===== src/rtl/nzcv_branch_cond_if.sv =====
// Branch/flag bus between the ALU, branch unit and the NZCV condition block.
// Master drives requests and flag traffic; slave returns decisions.
interface nzcv_branch_cond_if #(
  parameter int N = 64
) ();
  logic         i_flag_issue;
  logic         o_issue_ready;
  logic         i_flags_we;
  logic [3:0]   i_nzcv;
  logic         i_br_valid;
  logic         o_br_ready;
  logic [3:0]   i_br_cond;
  logic [N-1:0] i_br_pc;
  logic [N-1:0] i_br_offset;
  logic         o_res_valid;
  logic         o_taken;
  logic [N-1:0] o_pc_next;
  logic [3:0]   o_nzcv;

  modport master (
    output i_flag_issue,
    output i_flags_we,
    output i_nzcv,
    output i_br_valid,
    output i_br_cond,
    output i_br_pc,
    output i_br_offset,
    input  o_issue_ready,
    input  o_br_ready,
    input  o_res_valid,
    input  o_taken,
    input  o_pc_next,
    input  o_nzcv
  );

  modport slave (
    input  i_flag_issue,
    input  i_flags_we,
    input  i_nzcv,
    input  i_br_valid,
    input  i_br_cond,
    input  i_br_pc,
    input  i_br_offset,
    output o_issue_ready,
    output o_br_ready,
    output o_res_valid,
    output o_taken,
    output o_pc_next,
    output o_nzcv
  );
endinterface


===== src/rtl/nzcv_branch_cond.sv =====
// NZCV flag register, in-flight flag scoreboard and A64 condition evaluator.
// Produces a registered taken decision and next PC per accepted branch.
module nzcv_branch_cond #(
  parameter int N = 64
) (
  input  logic                   i_clk,
  input  logic                   i_rst_n,
  nzcv_branch_cond_if.slave      bus
);

  logic [3:0]   nzcv_q, nzcv_d;
  logic [1:0]   cnt_q, cnt_d;
  logic         res_valid_q, res_valid_d;
  logic         taken_q, taken_d;
  logic [N-1:0] pc_next_q, pc_next_d;

  logic [3:0]   eff_nzcv;
  logic         f_n, f_z, f_c, f_v;
  logic         base;
  logic         cond_true;
  logic         br_ready;
  logic         accept;

  // Final write-back is forwarded so a branch can resolve on it
  assign eff_nzcv = bus.i_flags_we ? bus.i_nzcv : nzcv_q;
  assign f_n = eff_nzcv[3];
  assign f_z = eff_nzcv[2];
  assign f_c = eff_nzcv[1];
  assign f_v = eff_nzcv[0];

  always_comb begin
    base = 1'b0;
    unique case (bus.i_br_cond[3:1])
      3'd0: base = f_z;
      3'd1: base = f_c;
      3'd2: base = f_n;
      3'd3: base = f_v;
      3'd4: base = f_c & ~f_z;
      3'd5: base = (f_n == f_v);
      3'd6: base = ~f_z & (f_n == f_v);
      3'd7: base = 1'b1;
      default: base = 1'b0;
    endcase
  end

  // Odd codes invert, except NV which behaves as AL
  assign cond_true = (bus.i_br_cond[3:1] == 3'd7)
                   ? 1'b1
                   : (base ^ bus.i_br_cond[0]);

  assign br_ready =
    ~bus.i_flag_issue &
    ((cnt_q == 2'd0) |
     ((cnt_q == 2'd1) & bus.i_flags_we));

  assign accept = bus.i_br_valid & br_ready;

  always_comb begin
    cnt_d = cnt_q;
    if (bus.i_flag_issue & ~bus.i_flags_we) begin
      if (cnt_q != 2'd3) cnt_d = cnt_q + 2'd1;
    end else if (bus.i_flags_we & ~bus.i_flag_issue) begin
      if (cnt_q != 2'd0) cnt_d = cnt_q - 2'd1;
    end
  end

  always_comb begin
    nzcv_d = nzcv_q;
    if (bus.i_flags_we) nzcv_d = bus.i_nzcv;
  end

  always_comb begin
    res_valid_d = accept;
    taken_d     = taken_q;
    pc_next_d   = pc_next_q;
    if (accept) begin
      taken_d   = cond_true;
      pc_next_d = cond_true
                ? bus.i_br_pc + bus.i_br_offset
                : bus.i_br_pc + N'(4);
    end
  end

  always_ff @(posedge i_clk or negedge i_rst_n) begin
    if (!i_rst_n) begin
      nzcv_q      <= '0;
      cnt_q       <= '0;
      res_valid_q <= 1'b0;
      taken_q     <= 1'b0;
      pc_next_q   <= '0;
    end else begin
      nzcv_q      <= nzcv_d;
      cnt_q       <= cnt_d;
      res_valid_q <= res_valid_d;
      taken_q     <= taken_d;
      pc_next_q   <= pc_next_d;
    end
  end

  assign bus.o_issue_ready = (cnt_q != 2'd3);
  assign bus.o_br_ready    = br_ready;
  assign bus.o_res_valid   = res_valid_q;
  assign bus.o_taken       = taken_q;
  assign bus.o_pc_next     = pc_next_q;
  assign bus.o_nzcv        = nzcv_q;

endmodule


===== src/flat_wrapper.sv =====
// flat-port wrapper written by rule: the top's interface ports become plain ports
module nzcv_branch_cond_flat 
#(
  parameter int N = 64
)
  (i_clk, i_rst_n, bus_i_flag_issue, bus_i_flags_we, bus_i_nzcv, bus_i_br_valid, bus_i_br_cond, bus_i_br_pc, bus_i_br_offset, bus_o_issue_ready, bus_o_br_ready, bus_o_res_valid, bus_o_taken, bus_o_pc_next, bus_o_nzcv);
  nzcv_branch_cond_if #(.N(N)) bus_i ();
  input  logic i_clk;
  input  logic i_rst_n;
  input wire logic [$bits(bus_i.i_flag_issue)-1:0] bus_i_flag_issue;
  input wire logic [$bits(bus_i.i_flags_we)-1:0] bus_i_flags_we;
  input wire logic [$bits(bus_i.i_nzcv)-1:0] bus_i_nzcv;
  input wire logic [$bits(bus_i.i_br_valid)-1:0] bus_i_br_valid;
  input wire logic [$bits(bus_i.i_br_cond)-1:0] bus_i_br_cond;
  input wire logic [$bits(bus_i.i_br_pc)-1:0] bus_i_br_pc;
  input wire logic [$bits(bus_i.i_br_offset)-1:0] bus_i_br_offset;
  output wire logic [$bits(bus_i.o_issue_ready)-1:0] bus_o_issue_ready;
  output wire logic [$bits(bus_i.o_br_ready)-1:0] bus_o_br_ready;
  output wire logic [$bits(bus_i.o_res_valid)-1:0] bus_o_res_valid;
  output wire logic [$bits(bus_i.o_taken)-1:0] bus_o_taken;
  output wire logic [$bits(bus_i.o_pc_next)-1:0] bus_o_pc_next;
  output wire logic [$bits(bus_i.o_nzcv)-1:0] bus_o_nzcv;
  assign bus_i.i_flag_issue = bus_i_flag_issue;
  assign bus_i.i_flags_we = bus_i_flags_we;
  assign bus_i.i_nzcv = bus_i_nzcv;
  assign bus_i.i_br_valid = bus_i_br_valid;
  assign bus_i.i_br_cond = bus_i_br_cond;
  assign bus_i.i_br_pc = bus_i_br_pc;
  assign bus_i.i_br_offset = bus_i_br_offset;
  assign bus_o_issue_ready = bus_i.o_issue_ready;
  assign bus_o_br_ready = bus_i.o_br_ready;
  assign bus_o_res_valid = bus_i.o_res_valid;
  assign bus_o_taken = bus_i.o_taken;
  assign bus_o_pc_next = bus_i.o_pc_next;
  assign bus_o_nzcv = bus_i.o_nzcv;
  nzcv_branch_cond #(.N(N)) u_core (.i_clk(i_clk), .i_rst_n(i_rst_n), .bus(bus_i));
endmodule

===== config.mk =====
export PLATFORM = sky130hd
export DESIGN_NAME = nzcv_branch_cond_flat
export DESIGN_NICKNAME = d
export VERILOG_FILES = /design/src/rtl/nzcv_branch_cond_if.sv /design/src/rtl/nzcv_branch_cond.sv /design/src/flat_wrapper.sv
export SDC_FILE = /design/constraint.sdc
export NUM_CORES = 1
export LEC_CHECK = 0
export CAP_MARGIN = 20
export CORE_AREA = 2 2 132 134
export CTS_BUF_LIST = sky130_fd_sc_hd__clkbuf_2 sky130_fd_sc_hd__clkbuf_4 sky130_fd_sc_hd__clkbuf_8
export CTS_CLUSTER_SIZE = 20
export DETAILED_ROUTE_END_ITERATION = 10
export DIE_AREA = 0 0 134 136
export PLACE_DENSITY = 0.8
export SYNTH_ARGS = -nofsm -noshare
export SYNTH_HDL_FRONTEND = slang
export SYNTH_SLANG_ARGS = --single-unit

===== constraint.sdc =====
create_clock -name i_clk -period 3.9 [get_ports i_clk]
set_input_delay 0.975 -clock i_clk [delete_from_list [all_inputs] [get_ports i_clk]]
set_output_delay 0.975 -clock i_clk [all_outputs]
set_load 0.05 [all_outputs]

; ---- Word level (Yosys, flattened, before mapping)
; Cells that the tools add are included.
[classes]
n_addsub = 4
n_eq_ne = 11
n_mux = 8
bitwise_logic = 12
n_reduce_logical = 6
[ops]
columns = operator, n
row1 = 64-bit by 3-bit adder with 64-bit output (second input constant), 1
row2 = 64-bit adder, 1
row3 = 64-bit two-way mux, 1
row4 = 3-bit == test (second input constant), 4
row5 = 2-bit two-way mux, 4
row6 = 1-bit one-hot mux with 8 select lines, 1
row7 = 1-bit bitwise AND, 7
row8 = 3-bit by 2-bit == test with 1-bit output (second input constant), 2
row9 = 2-bit nonzero test, 3
row10 = 4-bit two-way mux, 1
row11 = 2-bit != test (second input constant), 2
row12 = 3-bit by 1-bit == test with 1-bit output (second input constant), 1
row13 = 3-bit zero test, 1
row14 = 1-bit inverter, 3
row15 = 3-bit AND reduction, 1
row16 = 2-bit by 1-bit adder with 2-bit output (second input constant), 1
row17 = 2-bit by 1-bit == test with 1-bit output (second input constant), 1
row18 = 2-bit zero test, 1
row19 = 2-bit by 1-bit subtractor with 2-bit output (second input constant), 1
row20 = 1-bit == test, 1
row21 = 1-bit two-way mux, 1
row22 = 1-bit bitwise OR, 1
row23 = 1-bit XOR, 1
[totals]
ff_bits = 72
input_bits = 141
output_inout_bits = 72
word_cells = 46

; ---- Longest topological paths before layout
[depth]
depth_word = 7
ltp_mapped = 13
mapped_depth_nobuf = 13

; ---- Worst setup path before layout
; OpenSTA, ideal clock, no wires.
[synth_timing]
path_type = input to register
start = input bus_i_br_offset[34]
end = register u_core.pc_next_q[58] (netlist: u_core.bus.o_pc_next[58])
setup_time_ps = 142
arrival_time_ps = 3408
required_time_ps = 3758
slack_ps = 349
stages = 11
n_path_buf = 1
cell_sequence = ha_1 > clkbuf_1 > nand4_1 > or3_1 > or3_1 > o32ai_1 > a311oi_1 > or4_1 > o211ai_1 > or3_1 > o221ai_1
[synth_via]
elab_chain_len = 2
[synth_lines]
columns = item, line
row1 = from (decl), flat_wrapper.sv:16  ; input wire logic [$bits(bus_i.i_br_offset)-1:0] bus_i_br_offset;
row2 = 64-bit adder, nzcv_branch_cond.sv:79  ; ? bus.i_br_pc + bus.i_br_offset
row3 = 64-bit two-way mux, nzcv_branch_cond.sv:79
row4 = to (signal assigned), nzcv_branch_cond.sv:96  ; pc_next_q <= pc_next_d;
row5 = to (decl), nzcv_branch_cond.sv:15  ; logic [N-1:0] pc_next_q, pc_next_d;
; No other way between the ends.
; A chain may end at the register's enable or synchronous reset.

; ---- Final worst setup path
[layout_timing]
start = input bus_i_br_pc[10]
end = register u_core.pc_next_q[61] (netlist: u_core.bus.o_pc_next[61])
[layout_via]
elab_chain_len = 2
word_cells_on_any_way = 3
cone_classes = add/sub (2) / mux (1)
[layout_lines]
columns = item, line
row1 = from (decl), flat_wrapper.sv:15  ; input wire logic [$bits(bus_i.i_br_pc)-1:0] bus_i_br_pc;
row2 = 64-bit by 3-bit adder with 64-bit output or 64-bit adder (tied branches), "nzcv_branch_cond.sv:80, nzcv_branch_cond.sv:79"
row3 = 64-bit two-way mux *, nzcv_branch_cond.sv:79
; Mark *: on every way between the ends. The rest lies on a longest branch, timed or not.

==> run summary <==
Die Area: 18200 um2
routed length per placed instance: 17.3 um
worst-margin pin slew: 1.00 ns
WP data arrival: 4.10 ns
complex-gate fraction of the synthesized area: 26.1%
startpoint class of the critical path: input port
cts hold-fix bufs: 0
dominant combinational cell family by area after synthesis: compound AO/OA/AOI/OAI gates
Top FF cell, synth: dfrtp_1
fin crit period: 3.80 ns
global-route wire length before repair: 47600 um
Routed WL: 30100 um
CP dominant cell by count: a21oi_2
DP Worst Slack: -0.426 ns
Max FO, Critical Path: 5
Mapped Cells: 1120
Netlist cell types: 71
Avg Cell Area, Syn: 7.37 um2
Worst Setup Slack, final: 0.0954 ns
initial core utilization: 48.9%
clk slew on worst S/H paths: 0.08 ns
Hold Path Class: reg2reg
met1 Use GR: 40.9%
synth warn: 0
vias in the first global route: 9660
Max Fclk: 0.263 GHz
Syn Nets: 1330
commonest non-fill, non-tap cell in the layout: buf_4
post-synthesis simple-gate area fraction: 23.6%
worst vdd ir: 0.330 mV
DRT iter0 DRCs: 816
Clock Power Share: 10.4%
DR pass1 iterations: 5
IO Count: 213
largest area contributor in the netlist: dfrtp_1
Lkg Pwr: 5.56 nW
Area contributors post-synth: dfrtp_1 (22%), ha_1 (10%), nand2_1 (8.0%)
Detailed Place HPWL: 24300 um
XOR/XNOR Fraction of Synth Area: 12.1%
initial antenna violation count: 0
die width: 134 um
flops & latches, synth: 72
Filler cells: 1306
Max Slew Vio Count: 0
CP Data Required Time: 4.19 ns
Via density: 5.76
DP Area: 12100 um2
met3 global-route usage: 4.29%
post-synthesis sequential area ratio: 21.8%
CP endpoint kind: flop
Critical Path Max Stage Delay: 0.48 ns
Synth Area in Adders: 10.6%
ant diodes: 0
worst skew pair latency: 0.38 ns
Async SR Flop Fraction: 100%
gr busiest metal: met2
status: finished clean
largest net degree at the start of global routing: 116
Sink Count: 72
NumNets Final: 1721
Reg power frac: 23.0%
Sw Share: 50.9%
number of remaining DRC errors: 0
fraction of layout cells with a size suffix above 1: 18.9%
worst-path cell chain: clkdlybuf4s50_1 -> ha_4 -> nand4_1 -> a211oi_1 -> a21oi_2 -> and2_1 -> o311a_1 -> o21ai_2 -> o21a_1 -> a21oi_2 -> nor2_1 -> mux2_2 -> a21oi_1
total CTS buffers: 9
area fraction of the dominant cell type after synthesis: 21.8%
Die H: 136 um
final worst path period share: 97.6%
commonest non-fill, non-tap cells in the layout: buf_4 (222), clkdlybuf4s50_1 (209), nand2_1 (173)
PD cells: 447 nW/um2
post-synthesis mux area share: 1.91%
Net Switching: 2.84 mW
row count: 48
Final Cell Area: 12500 um2
Final setup viols: 0
synth-to-layout area growth: 51.2%
PortBufs: 212
antenna-violating nets left: 0
Slew headroom: 33.3%
Vias: 10000
mapped cell area: 8250 um2
Pint: 2.74 mW
CTS max path bufs: 2
Core ar.: 16900 um2
combinational share of power: 66.7%
maxcap violations: 0
CTS tree: yes
Crit Path Category: in2reg
R2R setup slack: 1.24 ns
GR met2 Demand/Resource: 56.2%
final hold violations: 0
total gr overflow: 0
Post-synth EDFFs: 0
CP max-delay cell: clkdlybuf4s50_1
H-tree lvl count: 3
Crit path max-delay family: compound AO/OA/AOI/OAI gates
clock skew: 0.0122 ns
Buf+Inv Stages, Crit Path: 1
Placer Congestion: 1.02
Tot GR Track Use: 32.8%
Root Buffer: clkbuf_8
## worst paths after layout
check,from,cells after the start,end
min in group asynchronous,i_rst_n,1,u_core.bus.o_nzcv[2]$_DFF_PN0_
min reg2reg,u_core.bus.o_pc_next[16]$_DFFE_PN0P_,2,u_core.bus.o_pc_next[16]$_DFFE_PN0P_
min,u_core.bus.o_pc_next[16]$_DFFE_PN0P_,2,u_core.bus.o_pc_next[16]$_DFFE_PN0P_
max,bus_i_br_pc[10],13,u_core.bus.o_pc_next[61]$_DFFE_PN0P_
max reg2reg,u_core.bus.o_nzcv[3]$_DFF_PN0_,10,u_core.bus.o_pc_next[60]$_DFFE_PN0P_
max in group asynchronous,i_rst_n,1,u_core.bus.o_pc_next[25]$_DFFE_PN0P_
## cells by family after synthesis
| logic type | count (synthesis) |
|---|---|
| xor+xnor | 114 |
| buf+inv | 83 |
| flops | 72 |
| compound gates | 354 |
| mux | 15 |
| simple gates | 413 |
| fa+ha+maj | 69 |
## synth_stat cells (14+ instances only)
cell type and n:
nor3_1 18, a21oi_1 107, clkbuf_1 48, inv_1 27, nand3_1 42, xnor2_1 62
o21ai_0 109, a21o_1 36, nor2_1 77, xor2_1 52, and3_1 14, dfrtp_1 72
nand2_1 175, nand4_1 35, ha_1 68, o21bai_1 16
## stage by stage
stage / instances / TNS [ns] / hold slack (ns) / utilization [%] / total power, mW
2_1_floorplan: 1120 / 0 / 0.505 / - / 3.46
3_5_place_dp: 1722 / -8.05 / 0.456 / 71.9 / 4.95
6_report: 1741 / 0 / 0.468 / 73.9 / 5.57
3_3_place_gp: 1722 / -5.53 / 0.454 / 71.9 / 4.88
4_1_cts: 1739 / -0.00814 / 0.473 / 73.1 / 5.53
5_1_grt: 1741 / -0.0716 / 0.486 / 73.9 / 5.86
## metal layers
layer	wire length [um]	up-vias
met4	1260	0
met5	0	-
met3	2010	84
met2	14300	447
met1	12600	4651
li1	-	4845
## registers in the layout, indices dropped and copies added (netlist names)
signal and flops:
u_core.bus.o_taken 1, u_core.bus.o_res_valid 1, u_core.cnt_q 2, u_core.bus.o_pc_next 64
u_core.bus.o_nzcv 4
## power groups by stage
stage                     registers (mW)  logic [mW]  clock network, mW
after floorplan                     2.35        1.10                  0
after global placement              1.28        3.60                  0
after detailed placement            1.29        3.66                  0
after CTS                           1.28        3.68              0.578
after global routing                1.32        3.95              0.598
final                               1.28        3.72              0.578
## layout make-up
cell class | instances | area, um2 | share of cell area (%)
repair buffers | 435 | 3830 | 30.7
flip-flops and latches | 72 | 1800 | 14.4
clock inverters | 4 | 20.0 | 0.160
clock buffers | 12 | 153 | 1.22
inverters | 28 | 105 | 0.842
well taps | 225 | 282 | 2.26
multi-input cells | 965 | 6280 | 50.4
## timing repair
item / in CTS / in global routing
pin swaps: 1 / 7
gates resized for setup: 3 / 24
gates cloned: 0 / 0
buffers inserted: 1 / 2
setup endpoints to repair: 2 / 26
## tightest hold or removal path: cells and delay by family (launching register included)
family / cells / cell delay, ns
AND/OR/NAND/NOR: 2 / 0.10
flip-flops: 1 / 0.34
No activity file was read; power rests on OpenSTA's default activity.
